<file path="config.mk">
export PLATFORM = sky130hd
export DESIGN_NAME = bist_sequencer
export DESIGN_NICKNAME = d
export VERILOG_FILES = /design/src/rtl/bist_sequencer.sv
export SDC_FILE = /design/constraint.sdc
export NUM_CORES = 1
export LEC_CHECK = 0
export CAP_MARGIN = 20
export CORE_ASPECT_RATIO = 1.4
export CORE_MARGIN = 2
export CORE_UTILIZATION = 30
export DETAILED_ROUTE_END_ITERATION = 6
export PLACE_DENSITY = 0.57
export SETUP_SLACK_MARGIN = 0.1
export SKIP_CTS_REPAIR_TIMING = 1
export SKIP_LAST_GASP = 1
export SYNTH_ARGS = -nofsm -noshare
export SYNTH_HDL_FRONTEND = slang
export SYNTH_SLANG_ARGS = --single-unit
</file>
<file path="constraint.sdc">
create_clock -name clk -period 5 [get_ports clk]
set_clock_uncertainty 0.15 [all_clocks]
set_input_delay 0.75 -clock clk [delete_from_list [all_inputs] [get_ports clk]]
set_output_delay 0.75 -clock clk [all_outputs]
set_load 0.02 [all_outputs]
</file>
<file path="src/rtl/bist_sequencer.sv">
// BIST control sequencer: IDLE -> (INIT -> RUN) x N_ROUNDS -> FIN -> DONE, all outputs registered.
// Optional macro BIST_RESTART_EN: start during INIT/RUN/FIN aborts and relaunches the test.
module bist_sequencer #(
  parameter int N_CYCLES      = 650,
  parameter int TOGGLE_PERIOD = 1,
  parameter int N_ROUNDS      = 1
) (
  input  logic clk,
  input  logic reset,
  input  logic start,
  output logic init,
  output logic running,
  output logic toggle,
  output logic finish,
  output logic bist_end,
  output logic [((N_ROUNDS > 1) ? $clog2(N_ROUNDS) : 1)-1:0] round
);

  localparam int CW = $clog2(N_CYCLES + 1);
  localparam int PW = (TOGGLE_PERIOD > 1) ? $clog2(TOGGLE_PERIOD) : 1;
  localparam int RW = (N_ROUNDS > 1) ? $clog2(N_ROUNDS) : 1;

  localparam logic [CW-1:0] CNT_LAST   = CW'(N_CYCLES - 1);
  localparam logic [PW-1:0] PH_LAST    = PW'(TOGGLE_PERIOD - 1);
  localparam logic [RW-1:0] ROUND_LAST = RW'(N_ROUNDS - 1);

  typedef enum logic [2:0] {IDLE, INIT, RUN, FIN, DONE} state_t;

  state_t          state_reg, state_next;
  logic [CW-1:0]   cnt_reg, cnt_next;
  logic [PW-1:0]   ph_reg, ph_next;
  logic [RW-1:0]   round_reg, round_next;
  logic            init_next, running_next, toggle_next, finish_next, bist_end_next;

  // ph tracks counter mod TOGGLE_PERIOD so no divider is needed for the toggle decode.
  always_comb begin
    state_next = state_reg;
    cnt_next   = cnt_reg;
    ph_next    = ph_reg;
    round_next = round_reg;
    case (state_reg)
      IDLE, DONE: begin
        if (start) begin
          state_next = INIT;
          round_next = '0;
        end
      end
      INIT: begin
        state_next = RUN;
        cnt_next   = '0;
        ph_next    = '0;
      end
      RUN: begin
        if (cnt_reg == CNT_LAST) begin
          cnt_next = '0;
          ph_next  = '0;
          if (round_reg < ROUND_LAST) begin
            state_next = INIT;
            round_next = round_reg + 1'b1;
          end else begin
            state_next = FIN;
          end
        end else begin
          cnt_next = cnt_reg + 1'b1;
          ph_next  = (ph_reg == PH_LAST) ? '0 : ph_reg + 1'b1;
        end
      end
      FIN:     state_next = DONE;
      default: state_next = IDLE;
    endcase

`ifdef BIST_RESTART_EN
    if (start && (state_reg == INIT || state_reg == RUN || state_reg == FIN)) begin
      state_next = INIT;
      round_next = '0;
      cnt_next   = '0;
      ph_next    = '0;
    end
`endif

    // Outputs are decoded from the next state so they appear registered alongside it.
    init_next     = (state_next == INIT);
    running_next  = (state_next == RUN);
    toggle_next   = (state_next == RUN) && (ph_next == PH_LAST);
    finish_next   = (state_next == FIN);
    bist_end_next = (state_next == DONE);
  end

  always_ff @(posedge clk) begin
    if (reset) begin
      state_reg <= IDLE;
      cnt_reg   <= '0;
      ph_reg    <= '0;
      round_reg <= '0;
      init      <= 1'b0;
      running   <= 1'b0;
      toggle    <= 1'b0;
      finish    <= 1'b0;
      bist_end  <= 1'b0;
    end else begin
      state_reg <= state_next;
      cnt_reg   <= cnt_next;
      ph_reg    <= ph_next;
      round_reg <= round_next;
      init      <= init_next;
      running   <= running_next;
      toggle    <= toggle_next;
      finish    <= finish_next;
      bist_end  <= bist_end_next;
    end
  end

  assign round = round_reg;

endmodule

</file>
# After elaboration in Yosys (flattened, before gate mapping)
# Index checks and enable logic that the tools add are counted.
[classes] multipliers=0 div=0 bitwise=1 n_reduce_logical=6 n_eq_ne=12 n_mux=13 shift=0 n_addsub=3 magnitude_cmp=1
[ops] operator="$pmux W10 S2" n=1
[ops] operator="$eq A3 B2 Y1 const B" n=4
[ops] operator="$pmux W3 S4" n=1
[ops] operator="$add A10 B1 Y10 const B" n=1
[ops] operator="$eq A10 B10 Y1 const B" n=1
[ops] operator="$mux W10" n=1
[ops] operator="$eq A3 B1 Y1 const B" n=2
[ops] operator="$eq A3 B3 Y1 const B" n=2
[ops] operator="$mux W3" n=2
[ops] operator="$ne A2 B2 Y1 const B" n=3
[ops] operator="$mux W1" n=5
[ops] operator="$pmux W1 S2" n=2
[ops] operator="$reduce_and A4 Y1" n=1
[ops] operator="$reduce_bool A2 Y1" n=2
[ops] operator="$logic_not A3 Y1" n=1
[ops] operator="$add A1 B1 Y1 const B" n=2
[ops] operator="$mux W2" n=1
[ops] operator="$reduce_or A2 Y1" n=1
[ops] operator="$logic_and A1 B1 Y1" n=1
[ops] operator="$lt A1 B1 Y1 const B" n=1
[ops] operator="$not A1 Y1" n=1
[word_totals] inputBits=3 latchBits=0 out_inout_bits=6 ram_bits=0 reg_bits=20 wordCells=45 memories=0 rom_bits=0

# Logic depth before layout (Yosys ltp)
# Gate-level depths: netlist (run 1).
[logic_depth] word_depth=6 depth_mapped=5 depth_no_buf=5

# Worst setup path after synthesis (run 1)
# No wires, ideal clock.
[synth_path] kind="in2reg" start="input reset" end="register cnt_reg[2]" setup_ps=116 arrival_time_ps=1455 cell_stages=4 slack_ps=3279 path_buffers=1 required_ps=4734 path_cell_list="clkbuf_1 > nor3_1 > a22o_1 > a31o_2"
[synth_lines] item="start, declared" line_no="9" rtl="input logic reset,"
[synth_lines] item="end signal, assigned" line_no="102" rtl="cnt_reg <= cnt_next;"
[synth_lines] item="end, declared" line_no="30" rtl="logic [CW-1:0] cnt_reg, cnt_next;"

==> results of run 1 <==
==> synthesized netlist by cell type, drive strengths merged (2+ instances only) <==
library cell and number:
nor4b 2, nor2 8, ha 2, nand2 5, and4b 3, or3 2
nand4 3, a211o 2, and2 4, inv 2, nor3 4, nand3b 2
dfxtp 18, clkbuf 3, xnor2 6, nor3b 2, a22o 3, nand3 3
nor4 2, a21oi 4
==> logic make-up after synthesis <==
group | count (synthesis)
simple gates | 44
flops | 18
compound gates | 13
xor+xnor | 6
buf+inv | 6
fa+ha+maj | 2
other cells | 1
==> per-layer routing <==
| metal | part of all wire [%] | vias up | global-route usage, % |
|---|---|---|---|
| li1 | - | 339 | - |
| met1 | 45 | 307 | 12.3 |
| met2 | 49 | 8 | 19.5 |
| met3 | 1.6 | 6 | 1.57 |
| met4 | 4.5 | 0 | 10.0 |
| met5 | 0 | - | 0 |
==> layout make-up <==
| type | count | area (um2) | area share, % |
|---|---|---|---|
| Clock buffer | 4 | 36.3 | 3.74 |
| Sequential cell | 18 | 360 | 37.1 |
| Tap cell | 36 | 45.0 | 4.64 |
| Inverter | 2 | 7.51 | 0.773 |
| Timing Repair Buffer | 7 | 70.1 | 7.22 |
| Multi-Input combinational cell | 66 | 452 | 46.5 |
==> power groups by stage <==
stage	logic (mW)	clock network [mW]	registers [mW]
6_report	0.0318	0.0883	0.153
5_1_grt	0.0350	0.0973	0.154
4_1_cts	0.0324	0.0924	0.153
3_5_place_dp	0.0322	0	0.156
3_3_place_gp	0.0319	0	0.156
2_1_floorplan	0.0204	0	0.157
==> final timing paths <==
kind / startpoint / to / slack (ps) / cells past startpoint
worst max register to register: cnt_reg[0] / cnt_reg[8] / 3210 / 5
worst min register to register: cnt_reg[9] / cnt_reg[9] / 400 / 2
worst max-delay path: reset / cnt_reg[2] / 2840 / 4
worst min-delay path: cnt_reg[9] / cnt_reg[9] / 400 / 2
==> critical path, delay by kind of cell <==
kind	cells	cell delay (ps)
buffers and inverters	1	750
AOI/OAI and AO/OA	3	700
==> metrics by stage <==
step                      total power [mW]  setup WS [ps]  hold WS [ps]
after detailed placement             0.189           2520           377
after floorplan                      0.178           3280           341
after global routing                 0.286           2770           434
after CTS                            0.278           2830           397
final                                0.273           2840           396
after global placement               0.188           2540           366
==> placed cells by master (no fill, tap or decap), types with 2 or more instances in the layout <==
| cell type | netlist | layout |
|---|---|---|
| dfxtp_1 | 18 | 18 |
| nor2_1 | 8 | 8 |
| clkdlybuf4s50_1 | 0 | 7 |
| xnor2_1 | 6 | 6 |
| nand2_1 | 5 | 5 |
| and2_1 | 4 | 4 |
| a21oi_1 | 4 | 4 |
| nand3_1 | 3 | 3 |
| a22o_1 | 3 | 3 |
| nor3_1 | 3 | 3 |
| nand4_1 | 3 | 3 |
| clkbuf_4 | 0 | 3 |
| inv_1 | 2 | 2 |
| nor3b_1 | 2 | 2 |
| or3_1 | 2 | 2 |
| and4b_1 | 2 | 2 |
| nor4b_1 | 2 | 2 |
| nand3b_1 | 2 | 2 |
| nor4_1 | 2 | 2 |
| a211o_1 | 2 | 2 |
| ha_1 | 2 | 2 |
==> flow_summary.ini, run 1 <==
[drt]
ant_nets = 0
vias = 660
drc = 0
drtIter0Drc = 10
routedWlPerCell_um = 12.1
drt_pre_antenna_iters = 4
via_per_inst = 4.96
finalWirelength_mm = 1.61

[synth]
synth_xor_area_share_pct = 6.26
yosysWarnings = 0
synth_compound_area_share_pct = 11.9
synth_mux_area_share_pct = 0
synth-seq-cells = 18
synth_top_family_by_area = simple AND/OR/NAND/NOR gates
netlist-cell-type-count = 33
syn_avg_cell_area_um2 = 9.33
synth_fp_nets = 95
yosys.area_share.simple_pct = 32.2
synth-seq-area-share_pct = 42.9
ys.flop_type = dfxtp_1
synth_fa_ha_area_share_pct = 2.98
synth_edf_count = 0
synthCells = 90
synth_area_um2 = 840
synth_area_leaders = dfxtp_1 43%, xnor2_1 6.3%, nor2_1 3.6%
async_flop_share_pct = 0
synth_top_area_share_pct = 42.9
yosys.area.top_type = dfxtp_1

[grt]
grt_max_degree = 15
grt_first_pass_wirelength_mm = 2.87
antenna_found_initial = 0
grt_use_total_pct = 11.4
grt_pass1_vias = 694
overflow = 0

[placement]
dpl.hpwl_mm = 1.20
dpl-instance-area_um2 = 935
portBuffers = 7
gp_congestion = 0.753
dp_cells = 129

[sta]
slew_violations = 0
tns_ps = 0
rsz0062_at_grt = no
finalSetupViolCount = 0
fmax_ghz = 0.462
period_needed_ps = 2160
hold_viol = 0
period_share_pct = 43.3

[power]
p_leak_nw = 0.337
seqPwrFrac_pct = 56.1
p_int_mw = 0.206
power_density_nw_per_um2 = 281
ir_drop_mv = 0.122
switchingPower_mw = 0.0672
swShare_pct = 24.6
p_clk_share_pct = 32.3
pwr-share-comb_pct = 11.6

[final_layout]
drive_gt1_share_pct = 9.28
layout.nets = 103
antenna_cells = 0
area_growth_pct = 15.6
fillCellCount = 282
instances_no_fill = 133
post-route-util_pct = 36.7
largest_register_ffs = 10
fin_area_um2 = 971

[cts]
cts_tree = built
clkSinkCount = 18
clk_pin_slew_ps = 100
cts_htree_levels = 1
clk_path_buf_depth = 2
ctsRootBufferMaster = clkbuf_4
numCtsBuffers = 3
clkLatencyLatePin_ps = 280

[flow_run]
drv_cap = 0

[die]
die_w_um = 48.7
start_util_pct = 31.8
row_count = 22
die_h_um = 66.6
die_area_um2 = 3240
io-pin-count = 9
core_um2 = 2640

[min_path]
min_path_type = reg -> reg

[critical_path]
startpoint_type = input pin
cp_data_arrival_time_ps = 2200
critical_path.max_fanout = 14
worst_path_max_delay_cell = clkdlybuf4s50_1
crit_chain = clkdlybuf4s50_1 > o21ba_2 > a22o_1 > a31o_2
max_stage_delay_ps = 750
cp.required_ps = 5040
crit_type = in -> reg
critPathCaptureType = flip-flop

[status]
outcome = complete, no violations
Power figures use the tool's default switching activity.
==> run 2: changes to the inputs <==
- PLACE_DENSITY: 0.57 -> 0.58
- clock period: 5 -> 1.8 ns (I/O delays scaled with it)
==> run 2 against run 1 <==
Critical endpoint is now cnt_reg[8]. Final area rose by 8.2%. Combinational power rose to 3.4 times the previous value. Via count rose by 9.7%. Utilization rose by 3.0 points. Total power rose to 2.9 times the previous value. Critical path depth did not move. Global-route usage rose by 1.1 points. Register-to-register slack got worse by 3100 ps. Sequential share of layout area fell by 2.1 points. Highest routed layer unchanged. Non-clock buffer count rose by 7. Sequential cell count did not move.
==> flow_summary.ini, run 2 (synthesis results as in run 1) <==
[drt]
routedWlPerCell_um = 13.2
drc = 0
via_per_inst = 5.17
finalWirelength_mm = 1.84
drtIter0Drc = 13
drt_pre_antenna_iters = 3
ant_nets = 0
vias = 724

[die]
row_count = 22
start_util_pct = 31.8
die_w_um = 48.7
die_h_um = 66.6
core_um2 = 2640
die_area_um2 = 3240
io-pin-count = 9

[critical_path]
path_delay_family = simple AND/OR/NAND/NOR gates
rr_startpoint = cnt_reg[2]
crit_end = cnt_reg[8]
cp_data_arrival_time_ps = 1700
worst-path-buf-inv = 0
max_stage_delay_ps = 400
worst_path_max_delay_cell = dfxtp_1
critPathLaunch = cnt_reg[2]
r2r_cells = 4
crit_chain = nor4bb_1 > and4b_2 > nor3_2 > a221o_1
critical_path.max_fanout = 8
crit_cells = 4
critPathCaptureType = flip-flop
crit_type = reg -> reg
startpoint_type = flip-flop
cp.required_ps = 1850
regToRegSetupSlack_ps = 150
timing.rr.end = cnt_reg[8]

[placement]
gp_congestion = 0.772
dpl.hpwl_mm = 1.32
portBuffers = 7
post-place-ws_ps = 10.5

[cts]
clk_path_buf_depth = 2
cts_htree_levels = 1
clkSinkCount = 18
clk_pin_slew_ps = 110
cts_tree = built
numCtsBuffers = 3
clkLatencyLatePin_ps = 300
ctsRootBufferMaster = clkbuf_4

[final_layout]
regArea_um2 = 368
largest_register_ffs = 10
most-common-layout-cells = 16 x dfxtp_1, 8 x nor2_1, 7 x clkdlybuf4s50_1, 7 x buf_4
multi_input_area_um2 = 472
antenna_cells = 0
layout.nets = 110
layout_commonest_cell = dfxtp_1
drive_gt1_share_pct = 19.2
area_growth_pct = 25.2
fillCellCount = 279

[power]
ir_drop_mv = 0.466
p_leak_nw = 0.376
power_density_nw_per_um2 = 750
power_mw = 0.788

[sta]
period_needed_ps = 1650
hold_viol = 0
fmax_ghz = 0.606
finalSetupViolCount = 0
period_share_pct = 91.7
hold_ws_ps = 388
slew_violations = 0
rsz0062_at_grt = yes
setup_slack_ps = 150

[min_path]
min_path_type = reg -> reg

[status]
outcome = complete, no violations

[grt]
grt_pass1_vias = 692
grt_first_pass_wirelength_mm = 3.05
overflow = 0
grt_max_degree = 14
antenna_found_initial = 0
grt_use_total_pct = 12.5

[flow_run]
drv_cap = 0
run 2: cell count changes in the layout (fill, tap and decap cells not counted):
cell     change
ha_1         -1
buf_4        +7
dfxtp_1      -2
xnor2_1      -1
dfxtp_4      +2
ha_4         +1
xnor2_2      +1
run 2: worst reg2reg max path, cell delays in order, from the launching register on:
cell and delay (ps):
dfxtp_1 400, nor4bb_1 290, and4b_2 330, nor3_2 100, a221o_1 290
run 2: final cells by class:
type                            count  share of cell area (%)
Inverter                            2                   0.714
Clock buffer                        4                    3.45
Tap cell                           36                    4.29
Timing Repair Buffer               14                    11.7
Multi-Input combinational cell     66                    44.9
Sequential cell                    18                    35.0
run 2: worst min path at each step:
stage | slack, ps | endpoint | cells after the start | start
finish | 390 | cnt_reg[1] | 2 | cnt_reg[1]
global placement | 380 | cnt_reg[9] | 2 | cnt_reg[9]
CTS | 400 | cnt_reg[9] | 2 | cnt_reg[9]
detailed placement | 370 | cnt_reg[9] | 2 | cnt_reg[9]
floorplan | 290 | init | 1 | start
global route | 420 | cnt_reg[1] | 2 | cnt_reg[1]
run 2: metrics by stage:
stage | TNS, ps | cells | util [%] | area, um2
6_report | 0 | 140 | 39.8 | 1050
3_5_place_dp | 0 | 135 | 37.1 | 980
4_1_cts | -2.61 | 139 | 38.4 | 1020
3_3_place_gp | 0 | 135 | 37.1 | 980
5_1_grt | 0 | 140 | 39.8 | 1050
2_1_floorplan | 0 | 90 | - | 840
run 2: power by group:
group / leakage, nW / internal [mW] / total (mW) / switching (mW)
Sequential: 0.148 / 0.411 / 0.423 / 0.0120
Combinational: 0.208 / 0.0462 / 0.107 / 0.0603
Clock: 0.0210 / 0.123 / 0.259 / 0.135
Total: 0.376 / 0.580 / 0.788 / 0.207
run 2: layer usage:
layer	vias to the layer above	wire length (um)	global-route usage, %	share of wire [%]
met5	-	0	0	0
met1	348	817	13.4	44
met2	14	876	20.7	48
met3	10	37	1.79	2.0
met4	0	112	12.5	6.1
li1	352	-	-	-
==> run 3: changes to the inputs <==
- CORE_ASPECT_RATIO: 1.4 -> unset
- CORE_UTILIZATION: 30 -> 48
- PLACE_DENSITY: 0.58 -> 0.81
==> run 3 against run 2 <==
Non-clock buffer count is 3 lower. Setup slack better by 9.1 ps. Utilization is 19 points higher. Global-route usage is 5.8 points higher. Sequential share of layout area grew 1.7 points. Final area shrank 6.2%. Register-to-register slack gained 20 ps. Total power fell by 2.6%. Via count down 2.3%. Hold slack lost 28 ps. Die area is 35% lower. Largest cell class unchanged.
==> flow_summary.ini, run 3 (synthesis results as in run 1) <==
[final_layout]
most-common-layout-cells = 17 x dfxtp_1, 8 x nor2_1, 7 x clkdlybuf4s50_1, 5 x nand2_1, 5 x xnor2_1
largest_register_ffs = 10
post-route-util_pct = 58.4
area_growth_pct = 17.4
antenna_cells = 0
layout.nets = 107
drive_gt1_share_pct = 14.9
layout_commonest_cell = dfxtp_1

[placement]
portBuffers = 7
dpl.hpwl_mm = 1.17
post-place-ws_ps = 104
gp_congestion = 0.795

[drt]
drt_pre_antenna_iters = 6
routedWlPerCell_um = 14.2
finalWirelength_mm = 1.68
vias = 707
via_per_inst = 5.99
drtIter0Drc = 26
drc = 0
ant_nets = 0

[die]
core_um2 = 1690
row_count = 15
start_util_pct = 49.7
die_h_um = 45.8
io-pin-count = 9
die_w_um = 45.8
die_area_um2 = 2100

[cts]
clkLatencyLatePin_ps = 290
numCtsBuffers = 3
cts_htree_levels = 1
cts_tree = built
clk_path_buf_depth = 2
clkSinkCount = 18
clk_pin_slew_ps = 100
ctsRootBufferMaster = clkbuf_4

[critical_path]
max_stage_delay_ps = 590
crit_type = reg -> out
worst_path_max_delay_cell = clkdlybuf4s50_1
worst-path-buf-inv = 1
startpoint_type = flip-flop
path_delay_family = buffers and inverters
critical_path.max_fanout = 1
cp.required_ps = 1380
critPathCaptureType = output port
crit_chain = clkdlybuf4s50_1
cp_data_arrival_time_ps = 1220
regToRegSetupSlack_ps = 170

[sta]
period_needed_ps = 1640
setup_slack_ps = 159
finalSetupViolCount = 0
tns_ps = 0
slew_violations = 0
rsz0062_at_grt = yes
hold_viol = 0
period_share_pct = 91.2
fmax_ghz = 0.609

[power]
power_mw = 0.767
ir_drop_mv = 0.625
power_density_nw_per_um2 = 778
p_leak_nw = 0.362

[status]
outcome = complete, no violations

[grt]
grt_first_pass_wirelength_mm = 2.70
grt_use_total_pct = 18.3
antenna_found_initial = 0
grt_max_degree = 13
overflow = 0
grt_pass1_vias = 612

[min_path]
min_path_type = reg -> reg

[flow_run]
drv_cap = 0
-- run 3: changes by cell type in the layout (fill, tap and decap cells not counted), sizes merged --
cell	change
buf	-3
-- run 3: path summary, 6_finish.rpt --
path | from | end | depth (start not counted)
min reg2reg | cnt_reg[0] | cnt_reg[0] | 2
min | cnt_reg[0] | cnt_reg[0] | 2
max reg2reg | cnt_reg[1] | cnt_reg[8] | 5
max | init | init | 1
-- run 3: where the power goes --
group          switching, mW  total (mW)  internal, mW  leakage [nW]
combinational         0.0529      0.0942        0.0413         0.194
clock                  0.122       0.245         0.123        0.0210
sequential            0.0155       0.428         0.412         0.146
total                  0.190       0.767         0.577         0.362
-- run 3: final cells by class --
cell class,count,area (um2)
fillers,150,703
inverters,2,7.51
well taps,17,21.3
repair buffers,11,100
flip-flops and latches,18,362
multi-input cells,66,459
clock buffers,4,36.3
-- run 3: per-layer routing --
metal | wire [um] | GRT usage, % | vias to the layer above
li1 | - | - | 349
met1 | 743 | 22.0 | 327
met2 | 797 | 29.9 | 27
met3 | 100 | 7.54 | 4
met4 | 34 | 5.14 | 0
met5 | 0 | 0 | -
-- run 3: stage by stage --
step                instances  hold WS [ps]  instance area [um2]
floorplan                  90           292                  840
finish                    118           360                  986
detailed placement        114           353                  941
global placement          114           332                  941
CTS                       118           370                  977
global route              118           395                  986
==> variant 1: new RTL, settings of run 1 <==
Build with the macro `BIST_RESTART_EN` defined.
--- a/src/rtl/bist_sequencer.sv
+++ b/src/rtl/bist_sequencer.sv
@@ -2,2 +2,4 @@
 // Optional macro BIST_RESTART_EN: start during INIT/RUN/FIN aborts and relaunches the test.
+`define BIST_RESTART_EN
+
 module bist_sequencer #(
Formal check against the unedited RTL: not equivalent (Yosys sat finds a counterexample within 4 cycles, from zero or initial values and one cycle with reset high).
==> variant 1 against run 1 <==
Die area is 4.4% higher; setup slack better by 14 ps; combinational power is 20% higher; routed wire length is 16% higher; register-to-register slack worse by 170 ps; synthesized area is 4.8% higher; sequential cell count stayed put; final area is 4.6% higher; global-route usage is 1.9 points higher; total power is 13% higher; final cell count is 9.8% higher; critical path depth is 1 higher.
==> variant 1: results <==
detailed_routing:
  viasPerCell: 5.21
  wl_met2_mm: 1.06
  avgRoutedWirePerCell_um: 12.7
  drt_iter0_drc: 19
  met1Wirelength_um: 724
  wl_met3_um: 44
logic_synthesis:
  synth_common_cells: "dfxtp_1 (18), nand2_1 (11), nor2_1 (8)"
  synth_area_leaders: "dfxtp_1 (41%), a31oi_1 (5.0%), nand2_1 (4.7%), nand3_1 (4.0%), nor2_1 (3.4%)"
  synth_mux_area_share_pct: 1.14
  syn_nets: 107
  synth_compound_area_share_pct: 15.5
  async_reset_ff_share_pct: 0
  ys_seq_area_share_pct: 41.0
clock_network:
  clock_latency_ps: 250
  cts_root_buf: "clkbuf_8"
pwr:
  irDropWorstVdd_mv: 0.0994
  power_frac_clock_pct: 38.3
  p_switching_mw: 0.0768
  p_leak_nw: 0.346
  p_comb_share_pct: 12.4
critical_path:
  reg2reg_to: "cnt_reg[7]$_SDFFE_PP0P_"
  critical-path-top-delay-family: "buffers and inverters"
  r2r-start: "state_reg[1]$_SDFF_PP0_"
  rr_worst_depth: 4
  cp_slowest_stage_delay_ps: 540
  critical_path_arrival_ps: 2150
  path_max_fanout: 9
  rrSetupSlack_ps: 3040
outcome:
  status: "finished clean"
hold_path:
  hold_depth: 1
grt:
  grtUsageMet2_pct: 24.7
  grt_pass1_vias: 812
  grt_use_total_pct: 13.3
  grt_pass1_wl_mm: 3.47
  grt_max_degree: 11
  gr-usage-met3_pct: 3.06
place:
  place_hpwl_mm: 1.44
  place_congestion: 0.777
  placedCellCount: 142
  dp_slack_ps: 2610
  placed_cell_area_sq_um: 961
sta:
  whs_ps: 321
final_layout:
  final_nets: 115
  drive_above_1_share_pct: 7.34
[variant 1: cell types whose count changed after synthesis, moves of 3 or more]
cell	change
a22o_1	-3
a31oi_1	+7
nand2_1	+6
xnor2_1	-6
nand3_1	+4
[variant 1: area by class of cell]
type | instances | area, sq um
fill | 311 | 1800
multi-input combinational | 79 | 480
sequential | 18 | 360
timing repair buffer | 7 | 70.1
clock buffer | 4 | 55.1
tap | 37 | 46.3
inverter | 1 | 3.75
[variant 1: worst max path at each step]
stage | start | to | slack, ps | cells after the start
2_1_floorplan | state_reg[1]$_SDFF_PP0_ | cnt_reg[7]$_SDFFE_PP0P_ | 3320 | 4
3_5_place_dp | start | running$_SDFF_PP0_ | 2610 | 5
3_3_place_gp | start | toggle$_SDFF_PP0_ | 2640 | 5
5_1_grt | start | cnt_reg[3]$_SDFFE_PP0P_ | 2670 | 5
4_1_cts | start | running$_SDFF_PP0_ | 2850 | 5
6_report | start | toggle$_SDFF_PP0_ | 2850 | 5
==> variant 2: new RTL, settings of run 1 <==
Made on the original files. The output `toggle` loses its register stage (`toggle` becomes a continuous assignment).
--- a/src/rtl/bist_sequencer.sv
+++ b/src/rtl/bist_sequencer.sv
@@ -96,3 +96,2 @@
       running   <= 1'b0;
-      toggle    <= 1'b0;
       finish    <= 1'b0;
@@ -106,3 +105,2 @@
       running   <= running_next;
-      toggle    <= toggle_next;
       finish    <= finish_next;
@@ -112,2 +110,4 @@
 
+  assign toggle = toggle_next;
+
   assign round = round_reg;
Function: changed (Yosys sat finds a counterexample within 4 cycles, from zero or initial values and one cycle with reset high).
==> variant 2 against run 1 <==
Total power fell by 7.6%; final area is 4.4% lower; routed wire length fell by 6.3%; combinational power rose by 14%; non-clock buffer count did not move; count of clock-buffer cells in the layout decreased by 1; sequential cell count fell by 1; synthesized area down 3.7%; first-iteration DRC count grew 110%; setup slack got worse by 1200 ps; final cell count increased by 2.3%.
==> variant 2: results <==
place:
  dp_slack_ps: 1840
  place_hpwl_mm: 1.14
  place_congestion: 0.748
detailed_routing:
  avgRoutedWirePerCell_um: 11.1
  vias: 670
  drt_iter0_drc: 21
critical_path:
  critPathCapture: "toggle"
  rrSetupSlack_ps: 3000
  reg2reg_to: "cnt_reg[7]$_SDFFE_PP0P_"
  path_max_fanout: 6
  cp_slowest_stage_delay_ps: 590
  critical_path_arrival_ps: 2440
  cp-startpoint: "cnt_reg[1]$_SDFFE_PP0P_"
  rr_worst_depth: 6
pwr:
  p_leak_nw: 0.341
  irDropWorstVdd_mv: 0.0890
logic_synthesis:
  yosys_warnings: 0
  syn_nets: 97
  synthAdderAreaFrac_pct: 3.10
  synthXorXnorAreaFrac_pct: 3.25
  synth_mux_area_share_pct: 1.24
  synth_compound_area_share_pct: 19.3
  ys_seq_area_share_pct: 42.1
  synth_area_leaders: "dfxtp_1 (42%), a21oi_1 (4.3%), nand3_1 (4.3%), nand2_1 (4.2%), nor2_1 (3.7%)"
  synth_common_cells: "dfxtp_1 (17), nand2_1 (9), nor2_1 (8)"
grt:
  grt_max_degree: 13
  grt_pass1_vias: 602
  grt_pass1_wl_mm: 2.55
  grt_use_total_pct: 11.9
sta:
  worst_slack_ps: 1660
  whs_ps: 366
final_layout:
  final_nets: 106
  fillers: 292
  drive_above_1_share_pct: 8.00
hold_path:
  hp-class: "reg2reg"
outcome:
  status: "finished clean"
variant 2: cell types whose count changed in the layout (fill, tap and decap cells not counted), sizes merged, moves of 3 or more:
| cell | before | now |
|---|---|---|
| nand2 | 5 | 9 |
| a31oi | 0 | 4 |
| and4b | 3 | 0 |
| and3 | 0 | 3 |
| nand3 | 3 | 7 |
| a21oi | 4 | 7 |
| xnor2 | 6 | 1 |
variant 2: cell families after synthesis:
| group | after synthesis |
|---|---|
| other | 1 |
| AND/OR/NAND/NOR | 41 |
| XOR/XNOR | 3 |
| multiplexers | 1 |
| AO/OA/AOI/OAI | 21 |
| flip-flops | 17 |
| buffers and inverters | 6 |
| adder cells (fa/ha/maj) | 2 |
variant 2: cell type report:
class | instances | area, sq um | share of cell area [%]
Tap cell | 36 | 45.0 | 4.85
Multi-Input combinational cell | 69 | 434 | 46.8
Inverter | 3 | 11.3 | 1.21
Sequential cell | 17 | 340 | 36.7
Clock inverter | 1 | 5.00 | 0.539
Clock buffer | 3 | 22.5 | 2.43
Timing Repair Buffer | 7 | 70.1 | 7.55
variant 2: worst min path at each step:
stage,from,end,depth (start not counted)
after CTS,cnt_reg[9]$_SDFFE_PP0P_,cnt_reg[9]$_SDFFE_PP0P_,2
after detailed placement,cnt_reg[7]$_SDFFE_PP0P_,cnt_reg[7]$_SDFFE_PP0P_,1
after global routing,cnt_reg[7]$_SDFFE_PP0P_,cnt_reg[7]$_SDFFE_PP0P_,1
after floorplan,cnt_reg[7]$_SDFFE_PP0P_,cnt_reg[7]$_SDFFE_PP0P_,1
after global placement,cnt_reg[9]$_SDFFE_PP0P_,cnt_reg[9]$_SDFFE_PP0P_,2
final,cnt_reg[9]$_SDFFE_PP0P_,cnt_reg[9]$_SDFFE_PP0P_,2
variant 2: through the flow:
stage          area [sq um]  std cells  total power, mW
2_1_floorplan           808         92            0.172
3_3_place_gp            901        132            0.183
3_5_place_dp            901        132            0.184
4_1_cts                 928        136            0.258
5_1_grt                 928        136            0.268
6_report                928        136            0.252
variant 2: worst min-delay path, delay by kind of cell, from the launching register on:
kind	cells	cell delay (ps)
AND/OR/NAND/NOR	2	130
flip-flops	1	340
variant 2: power groups by stage:
| stage | Sequential, mW | Clock, mW | Combinational (mW) |
|---|---|---|---|
| 4_1_cts | 0.144 | 0.0772 | 0.0368 |
| 6_report | 0.144 | 0.0725 | 0.0362 |
| 3_5_place_dp | 0.147 | 0 | 0.0366 |
| 3_3_place_gp | 0.147 | 0 | 0.0364 |
| 2_1_floorplan | 0.149 | 0 | 0.0230 |
| 5_1_grt | 0.145 | 0.0834 | 0.0403 |
variant 2: routing by layer:
metal	wire length (um)	track usage, %	up-vias
met5	0	0	-
met4	48	9.80	0
met3	68	2.47	4
met2	749	17.5	17
met1	639	13.8	306
li1	-	-	343
